### config.mk
export PLATFORM = sky130hd
export DESIGN_NAME = pcs_blk_frame_gen
export DESIGN_NICKNAME = d
export VERILOG_FILES = /design/src/rtl/pcs_blk_frame_gen.sv
export SDC_FILE = /design/constraint.sdc
export NUM_CORES = 1
export LEC_CHECK = 0
export CAP_MARGIN = 10
export CORE_MARGIN = 4
export CORE_UTILIZATION = 30
export CTS_BUF_LIST = sky130_fd_sc_hd__clkbuf_16
export CTS_CLUSTER_DIAMETER = 80
export DETAILED_ROUTE_END_ITERATION = 16
export PLACE_DENSITY = 0.51
export SLEW_MARGIN = 20
export SYNTH_ARGS = -nofsm -noshare
export SYNTH_HDL_FRONTEND = slang
export SYNTH_SLANG_ARGS = --single-unit
### constraint.sdc
create_clock -name clk -period 5.4 [get_ports clk]
set_clock_uncertainty 0.15 [all_clocks]
set_input_delay 0.81 -clock clk [delete_from_list [all_inputs] [get_ports clk]]
set_output_delay 0.81 -clock clk [all_outputs]
set_load 0.005 [all_outputs]
### src/rtl/pcs_blk_frame_gen.sv
// 64b/66b frame generator: START, N DATA, TERM and G IDLE blocks per frame,
// presented on a valid/ready stream with run/stop control and a frame counter.
module pcs_blk_frame_gen #(
  parameter int          LEN_W     = 8,
  parameter int          CNT_W     = 16,
  parameter logic [30:0] PRBS_SEED = 31'h7FFFFFFF
) (
  input  logic             clk,
  input  logic             rst_n,
  input  logic             cfg_en,
  input  logic [1:0]       cfg_mode,
  input  logic [LEN_W-1:0] cfg_payload_blks,
  input  logic [LEN_W-1:0] cfg_gap_blks,
  input  logic [CNT_W-1:0] cfg_num_frames,
  input  logic [63:0]      cfg_fixed,
  output logic [65:0]      blk_o,
  output logic             blk_vld,
  input  logic             blk_rdy,
  output logic             busy,
  output logic [CNT_W-1:0] frame_cnt,
  output logic             done
);

  localparam logic [65:0] BLK_START = {2'b10, 64'hD555555555555578};
  localparam logic [65:0] BLK_TERM  = {2'b10, 64'h0000000000000087};
  localparam logic [65:0] BLK_IDLE  = {2'b10, 64'h000000000000001E};
  localparam logic [LEN_W-1:0] LEN_ZERO = {LEN_W{1'b0}};
  localparam logic [LEN_W-1:0] LEN_ONE  = {{(LEN_W-1){1'b0}}, 1'b1};
  localparam logic [CNT_W-1:0] CNT_ZERO = {CNT_W{1'b0}};
  localparam logic [CNT_W-1:0] CNT_ONE  = {{(CNT_W-1){1'b0}}, 1'b1};

  typedef enum logic [2:0] {
    S_OFF   = 3'd0,
    S_START = 3'd1,
    S_DATA  = 3'd2,
    S_TERM  = 3'd3,
    S_GAP   = 3'd4
  } state_t;

  // PRBS31 (x^31+x^28+1), 64 bits MSB-first; returns {next_state, word}.
  function automatic logic [94:0] prbs_step64(input logic [30:0] seed);
    logic [30:0] s;
    logic [63:0] w;
    logic        b;
    s = seed;
    w = {64{1'b0}};
    for (int j = 63; j >= 0; j--) begin
      b    = s[30] ^ s[27];
      w[j] = b;
      s    = {s[29:0], b};
    end
    return {s, w};
  endfunction

  state_t           state_r;
  logic             armed_r;
  logic [30:0]      prbs_r;
  logic [7:0]       base_r;
  logic [LEN_W-1:0] data_cnt_r;
  logic [LEN_W-1:0] gap_cnt_r;
  logic [LEN_W-1:0] lat_payload_r;
  logic [LEN_W-1:0] lat_gap_r;
  logic [1:0]       lat_mode_r;
  logic [CNT_W-1:0] lat_num_r;
  logic [63:0]      lat_fixed_r;

  logic             xfer_s;
  logic [94:0]      prbs_res_s;
  logic [63:0]      inc_word_s;
  logic [63:0]      payload_s;
  logic [CNT_W-1:0] frame_inc_s;
  logic             term_last_s;
  logic             start_s;

  // Payload word for the next DATA block and the frame-entry decision.
  always_comb begin
    xfer_s      = blk_vld && blk_rdy;
    prbs_res_s  = prbs_step64(prbs_r);
    inc_word_s  = {64{1'b0}};
    for (int k = 0; k < 8; k++) begin
      inc_word_s[8*k +: 8] = base_r + 8'(k);
    end
    case (lat_mode_r)
      2'd0:    payload_s = inc_word_s;
      2'd1:    payload_s = prbs_res_s[63:0];
      default: payload_s = lat_fixed_r;
    endcase
    frame_inc_s = frame_cnt + CNT_ONE;
    term_last_s = (lat_num_r != CNT_ZERO) && (frame_inc_s == lat_num_r);
    case (state_r)
      S_OFF:   start_s = cfg_en && armed_r;
      S_TERM:  start_s = xfer_s && !term_last_s && cfg_en && (lat_gap_r == LEN_ZERO);
      S_GAP:   start_s = xfer_s && (gap_cnt_r == lat_gap_r) && cfg_en;
      default: start_s = 1'b0;
    endcase
  end

  // Frame sequencer; every output is driven from this register set.
  always_ff @(posedge clk or negedge rst_n) begin
    if (!rst_n) begin
      state_r       <= S_OFF;
      armed_r       <= 1'b1;
      prbs_r        <= PRBS_SEED;
      base_r        <= 8'd0;
      data_cnt_r    <= LEN_ZERO;
      gap_cnt_r     <= LEN_ZERO;
      lat_payload_r <= LEN_ZERO;
      lat_gap_r     <= LEN_ZERO;
      lat_mode_r    <= 2'd0;
      lat_num_r     <= CNT_ZERO;
      lat_fixed_r   <= 64'd0;
      blk_o         <= 66'd0;
      blk_vld       <= 1'b0;
      busy          <= 1'b0;
      frame_cnt     <= CNT_ZERO;
      done          <= 1'b0;
    end else begin
      done <= 1'b0;
      if (!cfg_en) begin
        armed_r <= 1'b1;
      end else if (state_r == S_OFF && start_s) begin
        armed_r <= 1'b0;
      end else begin
        armed_r <= armed_r;
      end

      case (state_r)
        S_OFF: begin
          blk_vld <= 1'b0;
          busy    <= 1'b0;
          if (start_s) begin
            frame_cnt <= CNT_ZERO;
          end
        end
        S_START: begin
          if (xfer_s) begin
            if (lat_payload_r != LEN_ZERO) begin
              state_r    <= S_DATA;
              blk_o      <= {2'b01, payload_s};
              base_r     <= base_r + 8'd8;
              data_cnt_r <= data_cnt_r + LEN_ONE;
              if (lat_mode_r == 2'd1) begin
                prbs_r <= prbs_res_s[94:64];
              end
            end else begin
              state_r <= S_TERM;
              blk_o   <= BLK_TERM;
            end
          end
        end
        S_DATA: begin
          if (xfer_s) begin
            if (data_cnt_r == lat_payload_r) begin
              state_r <= S_TERM;
              blk_o   <= BLK_TERM;
            end else begin
              blk_o      <= {2'b01, payload_s};
              base_r     <= base_r + 8'd8;
              data_cnt_r <= data_cnt_r + LEN_ONE;
              if (lat_mode_r == 2'd1) begin
                prbs_r <= prbs_res_s[94:64];
              end
            end
          end
        end
        S_TERM: begin
          if (xfer_s) begin
            frame_cnt <= frame_inc_s;
            if (term_last_s || !cfg_en) begin
              state_r <= S_OFF;
              blk_vld <= 1'b0;
              busy    <= 1'b0;
              done    <= term_last_s;
            end else if (lat_gap_r != LEN_ZERO) begin
              state_r   <= S_GAP;
              blk_o     <= BLK_IDLE;
              gap_cnt_r <= LEN_ONE;
            end else begin
              state_r <= S_START;
            end
          end
        end
        S_GAP: begin
          if (xfer_s) begin
            if (gap_cnt_r != lat_gap_r) begin
              gap_cnt_r <= gap_cnt_r + LEN_ONE;
            end else if (!cfg_en) begin
              state_r <= S_OFF;
              blk_vld <= 1'b0;
              busy    <= 1'b0;
            end else begin
              state_r <= S_START;
            end
          end
        end
        default: begin
          state_r <= S_OFF;
          blk_vld <= 1'b0;
          busy    <= 1'b0;
        end
      endcase

      // Frame entry overrides the case above; config is sampled only here.
      if (start_s) begin
        state_r       <= S_START;
        blk_o         <= BLK_START;
        blk_vld       <= 1'b1;
        busy          <= 1'b1;
        base_r        <= 8'd0;
        data_cnt_r    <= LEN_ZERO;
        lat_payload_r <= cfg_payload_blks;
        lat_gap_r     <= cfg_gap_blks;
        lat_mode_r    <= cfg_mode;
        lat_num_r     <= cfg_num_frames;
        lat_fixed_r   <= cfg_fixed;
      end
    end
  end

endmodule

==> metrics, run 1 <==
drt pass-1 iters 6; Clock Path Buffers 3; Async SR Flop Fraction 1.00; Synth Instances 1135; Clk Latency, worst-skew pair 560 ps; Vias 9260; Main synth FF type dfrtp_1; port bufs 186; Worst path depth 9; Lkg Pwr 6.32 nW; Setup Viol. Count Final 0; number of flops mapped to enable cells by yosys 0; CP Cell Sequence ha_1 -> and3_1 -> and4_1 -> xnor2_1 -> o221a_2 -> a41oi_2 -> a31o_4 -> buf_12 -> mux2_2; Detailed Route Iter0 Violations 569; # Post-CTS Setup Buffers 0; gr ovfl total 0; die width 209 um; CTS clk-pin slew, worst paths 60 ps; post-synth cell types 66; RSZ-0062 raised after global routing false; average wire per standard cell 20.6 um; hold crit path type in -> async; Critical Path Start Type flop; largest net degree at the start of global routing 118; Mapped Avg Cell Area 10.6 sq um; htree depth 1; reg2reg setup slack 1560 ps; IO Pins 187; vias in the first global route 9367; crit-path leading delay family compound AO/OA/AOI/OAI gates; PostCTS Resize Cnt 0; Max-Cap Viols 0; Synth-to-Final Area Change 25.8%; Fmax achieved 0.260 GHz; layout cells sized above 1 0.159; Tot GR Track Use 0.165; CP Class reg -> reg; gp weighted congestion 0.802; Die ar. 43500 sq um; CTS Hold Buffers Added 0; Die Span Y 209 um; Slew HR 0.371; ant diodes 0; TritonCTS Buffers 28; DRT antenna net count 0; Netlist Area Pre-Place 12100 sq um; Slowest-stage cell, CP a31o_4; global-route wire length before repair 57.6 mm; most frequent cells in the layout 205 x dfrtp_1, 185 x clkdlybuf4s50_1, 126 x nand2_1, 76 x xnor2_1, 71 x a21oi_1; worst path buffer plus inverter count 1; DRC Markers 0; Seq cells post-synth 238; Tmin final 3840 ps; dominant cells by area after synthesis dfrtp_1 43%, dfstp_2 7.0%, xnor2_1 5.5%, mux2_2 5.5%, mux2_4 5.3%; post-layout util 0.383; worst r2r path cells 9; vias per inst 5.10; Worst Path Arrival 4140 ps; r2r startpoint frame_cnt[0]; Initial Util 0.304; CTS tree yes; initial antenna violation count 2; top cell type's share of synthesized area 0.427; outcome finished clean; CP max FO 50; Cell Rows 73; CP endpoint kind flop; fin crit share 0.711; Reg2Reg Capture Point lat_fixed_r[48]; WP data required 5700 ps; Synth area leader dfrtp_1; syn nets 1241; post-DP HPWL 25.8 mm; Final Hold Viols 0; Worst-Margin Slew 944 ps; clk root buf clkbuf_16; TNS Setup 0 ps; sequential-to-total area share from yosys stat 0.496; pwr dens 244 nW/um^2; CTS sink count 238; core area 39700 sq um; drt total wl 37.4 mm; maximum vdd ir drop 0.219 mV; max-slew violations 0; commonest non-fill, non-tap cell in the layout dfrtp_1; slowest stage delay, CP 660 ps; Yosys warnings 0; fin nets 1374
[Yosys cell counts (9+ instances only)]
library cell	count
a211oi_1	24
a21oi_1	72
a22o_1	19
a31oi_1	38
buf_1	9
buf_2	11
clkbuf_1	67
dfrtp_1	206
dfstp_2	32
mux2_2	59
mux2_4	43
nand2_1	126
nand3_1	11
nand4_1	12
nor2_1	60
nor4_1	13
o211ai_1	13
o21ai_0	61
o2bb2ai_1	25
xnor2_1	76
xor2_1	44
[layer usage]
metal | up-vias | track usage | part of all wire
li1 | 4327 | - | -
met1 | 4585 | 0.238 | 0.46
met2 | 278 | 0.256 | 0.46
met3 | 66 | 0.0342 | 0.056
met4 | 4 | 0.0421 | 0.027
met5 | - | 0 | 0.00091
[cells by family (layout without fill, tap and decap cells)]
| family | after synthesis | after routing | synth area share |
|---|---|---|---|
| adder cells (fa/ha/maj) | 4 | 4 | 0.00414 |
| AO/OA/AOI/OAI | 300 | 300 | 0.163 |
| XOR/XNOR | 120 | 120 | 0.0870 |
| multiplexers | 102 | 102 | 0.108 |
| AND/OR/NAND/NOR | 264 | 264 | 0.102 |
| buffers and inverters | 107 | 262 | 0.0395 |
| flip-flops | 238 | 238 | 0.496 |
[metrics by stage]
step | cell area, sq um | power, mW | cells | setup WS, ps | hold WS [ps]
floorplan | 12100 | 1.82 | 1135 | 2290 | 322
global placement | 14300 | 1.94 | 1763 | 1440 | 315
detailed placement | 14300 | 1.94 | 1763 | 1330 | 323
CTS | 15200 | 3.78 | 1815 | 1550 | 246
global route | 15200 | 3.85 | 1815 | 1310 | 293
finish | 15200 | 3.71 | 1815 | 1560 | 221
[worst register-to-register path, stage by stage, from the launching register on]
cell	delay [ps]
dfrtp_1	480
ha_1	330
and3_1	320
and4_1	300
xnor2_1	80
o221a_2	280
a41oi_2	340
a31o_4	660
buf_12	360
mux2_2	430
[power by group]
| group | switching (mW) | internal (mW) |
|---|---|---|
| clock network | 0.773 | 1.03 |
| logic | 0.0537 | 0.0682 |
| registers | 0.0000000000000000120 | 1.79 |
[area by class of cell]
cell class	instances	area (sq um)
Multi-Input combinational cell	790	5630
Timing Repair Buffer	201	2020
Tap cell	525	657
Sequential cell	238	6000
Clock buffer	28	701
Inverter	9	33.8
Fill cell	3980	24500
Clock inverter	24	164
[state kept, by name, summed over array words and instances, names as in the netlist]
signal	count
armed_r	1
base_r	5
blk_o	66
busy	1
data_cnt_r	8
done	1
frame_cnt	16
gap_cnt_r	8
lat_fixed_r	64
lat_gap_r	8
lat_mode_r	2
lat_num_r	16
lat_payload_r	8
prbs_r	31
state_r	3
[worst max path at each step]
stage                             from         endpoint  slack, ps
final                     frame_cnt[0]  lat_fixed_r[48]       1560
after global routing      frame_cnt[0]  lat_fixed_r[44]       1310
after CTS                 frame_cnt[0]  lat_fixed_r[46]       1550
after detailed placement       blk_rdy  lat_fixed_r[48]       1330
after global placement         blk_rdy  lat_fixed_r[26]       1440
after floorplan           frame_cnt[0]  lat_fixed_r[55]       2290
Note: power is estimated with default switching activity, not from simulation.
==> run 2, diff against run 1 <==
PLACE_DENSITY = 0.52   (was 0.51)
clock period = 3.3 ns   (was 5.4 ns; I/O delays follow)
==> metrics, run 2 (synthesized netlist as in run 1, its figures left out) <==
outcome finished clean; slowest stage delay, CP 380 ps; fin crit share 0.941; CP Cell Sequence ha_1 -> and3_1 -> and4_1 -> or3b_1 -> o221a_2 -> a41oi_2 -> a31o_4 -> buf_12 -> mux2_4; Synth-to-Final Area Change 27.7%; Die ar. 43500 sq um; ant diodes 0; max-slew violations 0; gp weighted congestion 0.875; Detailed Route Iter0 Violations 539; die width 209 um; Initial Util 0.304; CP Class reg -> reg; Fmax achieved 0.322 GHz; DRT antenna net count 0; Clk Latency, worst-skew pair 570 ps; port bufs 186; area of placed instances 14600 sq um; gr ovfl total 0; Layout fillers 3906; Vias 9288; Critical Path Start Type flop; maximum vdd ir drop 0.313 mV; P_int 4.57 mW; Lkg Pwr 6.46 nW; average wire per standard cell 20.2 um; Final Hold Viols 0; Setup Viol. Count Final 0; fin nets 1399; Worst Path Arrival 3380 ps; logic gate share of total power 0.036; IO Pins 187; Slowest-stage cell, CP dfrtp_1; Sw Pwr 1.32 mW; # Post-CTS Setup Buffers 0; layout cells sized above 1 0.170; clock network fraction of design power 0.468; TritonCTS Buffers 28; largest net degree at the start of global routing 82; RSZ-0062 raised after global routing false; Cell Rows 73; most frequent cells in the layout 205 x dfrtp_1, 185 x clkdlybuf4s50_1, 126 x nand2_1, 76 x xnor2_1, 71 x a21oi_1; hold crit path type reg -> reg; drt pass-1 iters 5; DRC Markers 0; Clock Path Buffers 3; Max-Cap Viols 0; Slew HR 0.346; Biggest register blk_o; post-DP HPWL 26.8 mm; post-layout util 0.388; CP endpoint kind flop; Final Non-Filler Cells 1840; CTS sink count 238; vias per inst 5.05; Tmin final 3110 ps; vias in the first global route 9670; pwr dens 382 nW/um^2; commonest non-fill, non-tap cell in the layout dfrtp_1; switching fraction of total power 0.225; CTS tree yes; global-route wire length before repair 58.7 mm; TNS Setup 0 ps; CTS clk-pin slew, worst paths 60 ps; Die Span Y 209 um; Reg power frac 0.496; htree depth 1; Tot GR Track Use 0.168; CP max FO 39; clk root buf clkbuf_16; post-placement cell count 1787; initial antenna violation count 1; Worst-Margin Slew 982 ps; WP data required 3570 ps; Finished Cell Area 15400 sq um; core area 39700 sq um; max FFs per register 66; Largest regs blk_o x66, lat_fixed_r x64, prbs_r x31; drt total wl 37.2 mm
-- run 2: cell types whose count changed in the layout (fill, tap and decap cells not counted), sizes merged --
cell	before	now
bufinv	2	0
clkinv	19	13
dlygate4sd3	0	1
buf	16	40
clkinvlp	0	1
inv	12	19
-- run 2: metal layers --
layer / global-route usage / vias to the layer above / part of all wire
li1: - / 4381 / -
met1: 0.238 / 4596 / 0.46
met3: 0.0345 / 55 / 0.056
met2: 0.264 / 254 / 0.46
met5: 0 / - / 0.00054
met4: 0.0421 / 2 / 0.022
-- run 2: worst paths after layout --
path	start	to	slack (ps)	cells after the start
hold reg to reg	blk_o[64]	blk_o[64]	330	1
min in group asynchronous	rst_n	gap_cnt_r[3]	410	2
hold / removal	blk_o[64]	blk_o[64]	330	1
max in group asynchronous	rst_n	prbs_r[18]	1740	3
setup reg to reg	frame_cnt[0]	lat_gap_r[1]	190	9
setup / recovery	frame_cnt[0]	lat_gap_r[1]	190	9
-- run 2: power by group through the flow --
stage                     registers [mW]  logic, mW  clock network [mW]
after floorplan                     2.97    0.00600                   0
after global placement              2.97      0.218                   0
after global routing                2.92      0.231                2.98
after CTS                           2.92      0.218                2.86
after detailed placement            2.97      0.216                   0
final                               2.92      0.211                2.76
-- run 2: metrics by stage --
step / hold slack, ps / setup slack, ps / total power, mW
finish: 334 / 195 / 5.89
global route: 361 / 48.0 / 6.13
CTS: 341 / 187 / 6.00
detailed placement: 323 / 237 / 3.19
global placement: 323 / 280 / 3.19
floorplan: 49.4 / 186 / 2.98
-- run 2: area by class of cell --
class                      instances  area, sq um  share of cell area
clock buffer                      28          701              0.0454
clock inverter                    24          110             0.00714
inverter                           9         33.8             0.00219
multi-input combinational        790         5630               0.365
sequential                       238         6000               0.389
tap                              525          657              0.0426
timing repair buffer             226         2290               0.149
-- run 2: worst max-delay path: cells and delay by family (launching register included) --
kind | cells | cell delay, ps
AOI/OAI and AO/OA | 3 | 680
adders and majority gates | 1 | 280
buffers and inverters | 1 | 290
DFF | 1 | 380
muxes | 1 | 330
and+or+nand+nor | 3 | 830
-- run 2: timing repair --
item	CTS	global route
hold endpoints to repair	75	0
gates resized for setup	0	0
endpoints found under the setup margin	0	0
hold buffers	1	0
==> run 3, diff against run 2 <==
ABC_CLOCK_PERIOD_IN_PS = 3300   (was unset)
PLACE_DENSITY = unset   (was 0.52)
SLEW_MARGIN = unset   (was 20)
==> metrics, run 3 (synthesized netlist as in run 1, its figures left out) <==
clock network fraction of design power 0.503; fin crit share 0.956; Setup crit start frame_cnt[0]; crit-path leading delay family simple AND/OR/NAND/NOR gates; drt pass-1 iters 5; Final Hold Viols 0; logic gate share of total power 0.034; Clock Path Buffers 3; port bufs 186; P_int 4.89 mW; CP Cell Sequence ha_1 -> and3_2 -> and4_1 -> or3b_1 -> o221a_2 -> a41oi_2 -> a31o_4 -> buf_16 -> mux2_4; Hold Path Origin blk_o[64]; Max-Cap Viols 0; htree depth 1; clk root buf clkbuf_16; initial antenna violation count 2; max FFs per register 66; Fmax achieved 0.317 GHz; core area 39700 sq um; ant diodes 0; TritonCTS Buffers 30; vias in the first global route 9548; Slew HR 0.454; Initial Util 0.304; r2r startpoint frame_cnt[0]; Die ar. 43500 sq um; die width 209 um; CTS clk-pin slew, worst paths 60 ps; WP data required 3590 ps; CTS tree yes; WHS Path Cells 1; Largest regs blk_o x66, lat_fixed_r x64, prbs_r x31; Slowest-stage cell, CP dfrtp_1; Worst Path Arrival 3440 ps; Vias 9391; most frequent cells in the layout 205 x dfrtp_1, 185 x clkdlybuf4s50_1, 126 x nand2_1, 76 x xnor2_1, 71 x a21oi_1; Lkg Pwr 6.52 nW; Hold Crit Endpoint blk_o[64]; layout cells sized above 1 0.178; CP max FO 36; hold crit path type reg -> reg; CP Class reg -> reg; Cell Rows 73; largest net degree at the start of global routing 83; Critical Path Start Type flop; Worst-Margin Slew 818 ps; outcome finished clean; worst path buffer plus inverter count 1; pwr dens 405 nW/um^2; Tot GR Track Use 0.161; Reg2Reg Capture Point lat_num_r[11]; Power Total 6.30 mW; Tmin final 3160 ps; Setup Viol. Count Final 0; CTS sink count 238; IO Pins 187; gp weighted congestion 0.855; Clk Latency, worst-skew pair 560 ps; Detailed Route Iter0 Violations 654; Synth-to-Final Area Change 28.9%; Die Span Y 209 um; average wire per standard cell 19.7 um; RSZ-0062 raised after global routing false; drt total wl 36.4 mm; Biggest register blk_o; Worst Hold Margin 330 ps; slowest stage delay, CP 380 ps; post-DP HPWL 26.4 mm; commonest non-fill, non-tap cell in the layout dfrtp_1; fin nets 1401; switching fraction of total power 0.223; gr ovfl total 0; # Post-CTS Setup Buffers 0; DRT antenna net count 0; max-slew violations 0; worst r2r path cells 9; reg2reg setup slack 140 ps; CP endpoint kind flop; DRC Markers 0; vias per inst 5.09; global-route wire length before repair 56.7 mm; maximum vdd ir drop 0.342 mV; Reg power frac 0.464; Sw Pwr 1.41 mW; TNS Setup 0 ps
run 3: cell count changes in the layout (fill, tap and decap cells not counted), sizes merged:
| cell | previous run | this run |
|---|---|---|
| bufinv | 0 | 2 |
| clkbuf | 28 | 31 |
| clkinv | 13 | 15 |
| inv | 19 | 16 |
run 3: worst reg2reg max path, delay by kind of cell (launching register included):
kind / cells / cell delay [ps]
AO/OA/AOI/OAI: 3 / 740
flip-flops: 1 / 380
multiplexers: 1 / 350
buffers and inverters: 1 / 300
AND/OR/NAND/NOR: 3 / 820
adder cells (fa/ha/maj): 1 / 290
run 3: metal layers:
layer,share of wire,vias up,global-route usage
met5,0.00071,-,0
met4,0.025,4,0.0376
met3,0.067,56,0.0365
met2,0.46,325,0.256
met1,0.44,4614,0.224
li1,-,4392,-
run 3: worst max path at each step:
stage,end,depth (start not counted)
2_1_floorplan,lat_fixed_r[55],12
3_3_place_gp,lat_num_r[0],9
3_5_place_dp,lat_num_r[6],9
4_1_cts,lat_num_r[11],9
5_1_grt,lat_num_r[14],9
6_report,lat_num_r[11],9
run 3: final cells by class:
type	instances	area, sq um
clock buffers	31	776
clock inverters	25	176
fillers	3894	24200
inverters	9	33.8
multi-input cells	790	5640
flip-flops and latches	238	6000
well taps	525	657
repair buffers	226	2290
run 3: power by group through the flow:
stage          Sequential (mW)  Clock, mW  Combinational, mW
3_5_place_dp              2.97          0              0.217
3_3_place_gp              2.97          0              0.219
4_1_cts                   2.92       3.24              0.219
5_1_grt                   2.92       3.38              0.232
6_report                  2.92       3.17              0.213
2_1_floorplan             2.97          0            0.00600
run 3: stage by stage:
stage               std cells  instance area, sq um   util  worst slack, ps
global placement         1787                 14600  0.367              174
CTS                      1844                 15600  0.391             98.1
detailed placement       1787                 14600  0.367              123
global route             1844                 15600  0.392             6.12
finish                   1844                 15600  0.392              145
floorplan                1135                 12100      -              186
run 3: what timing repair did:
item | in CTS | in global routing
hold buffers | 1 | 0
endpoints found under the hold margin | 76 | 0
setup endpoints to repair | 0 | 107
gates resized for setup | 0 | 3
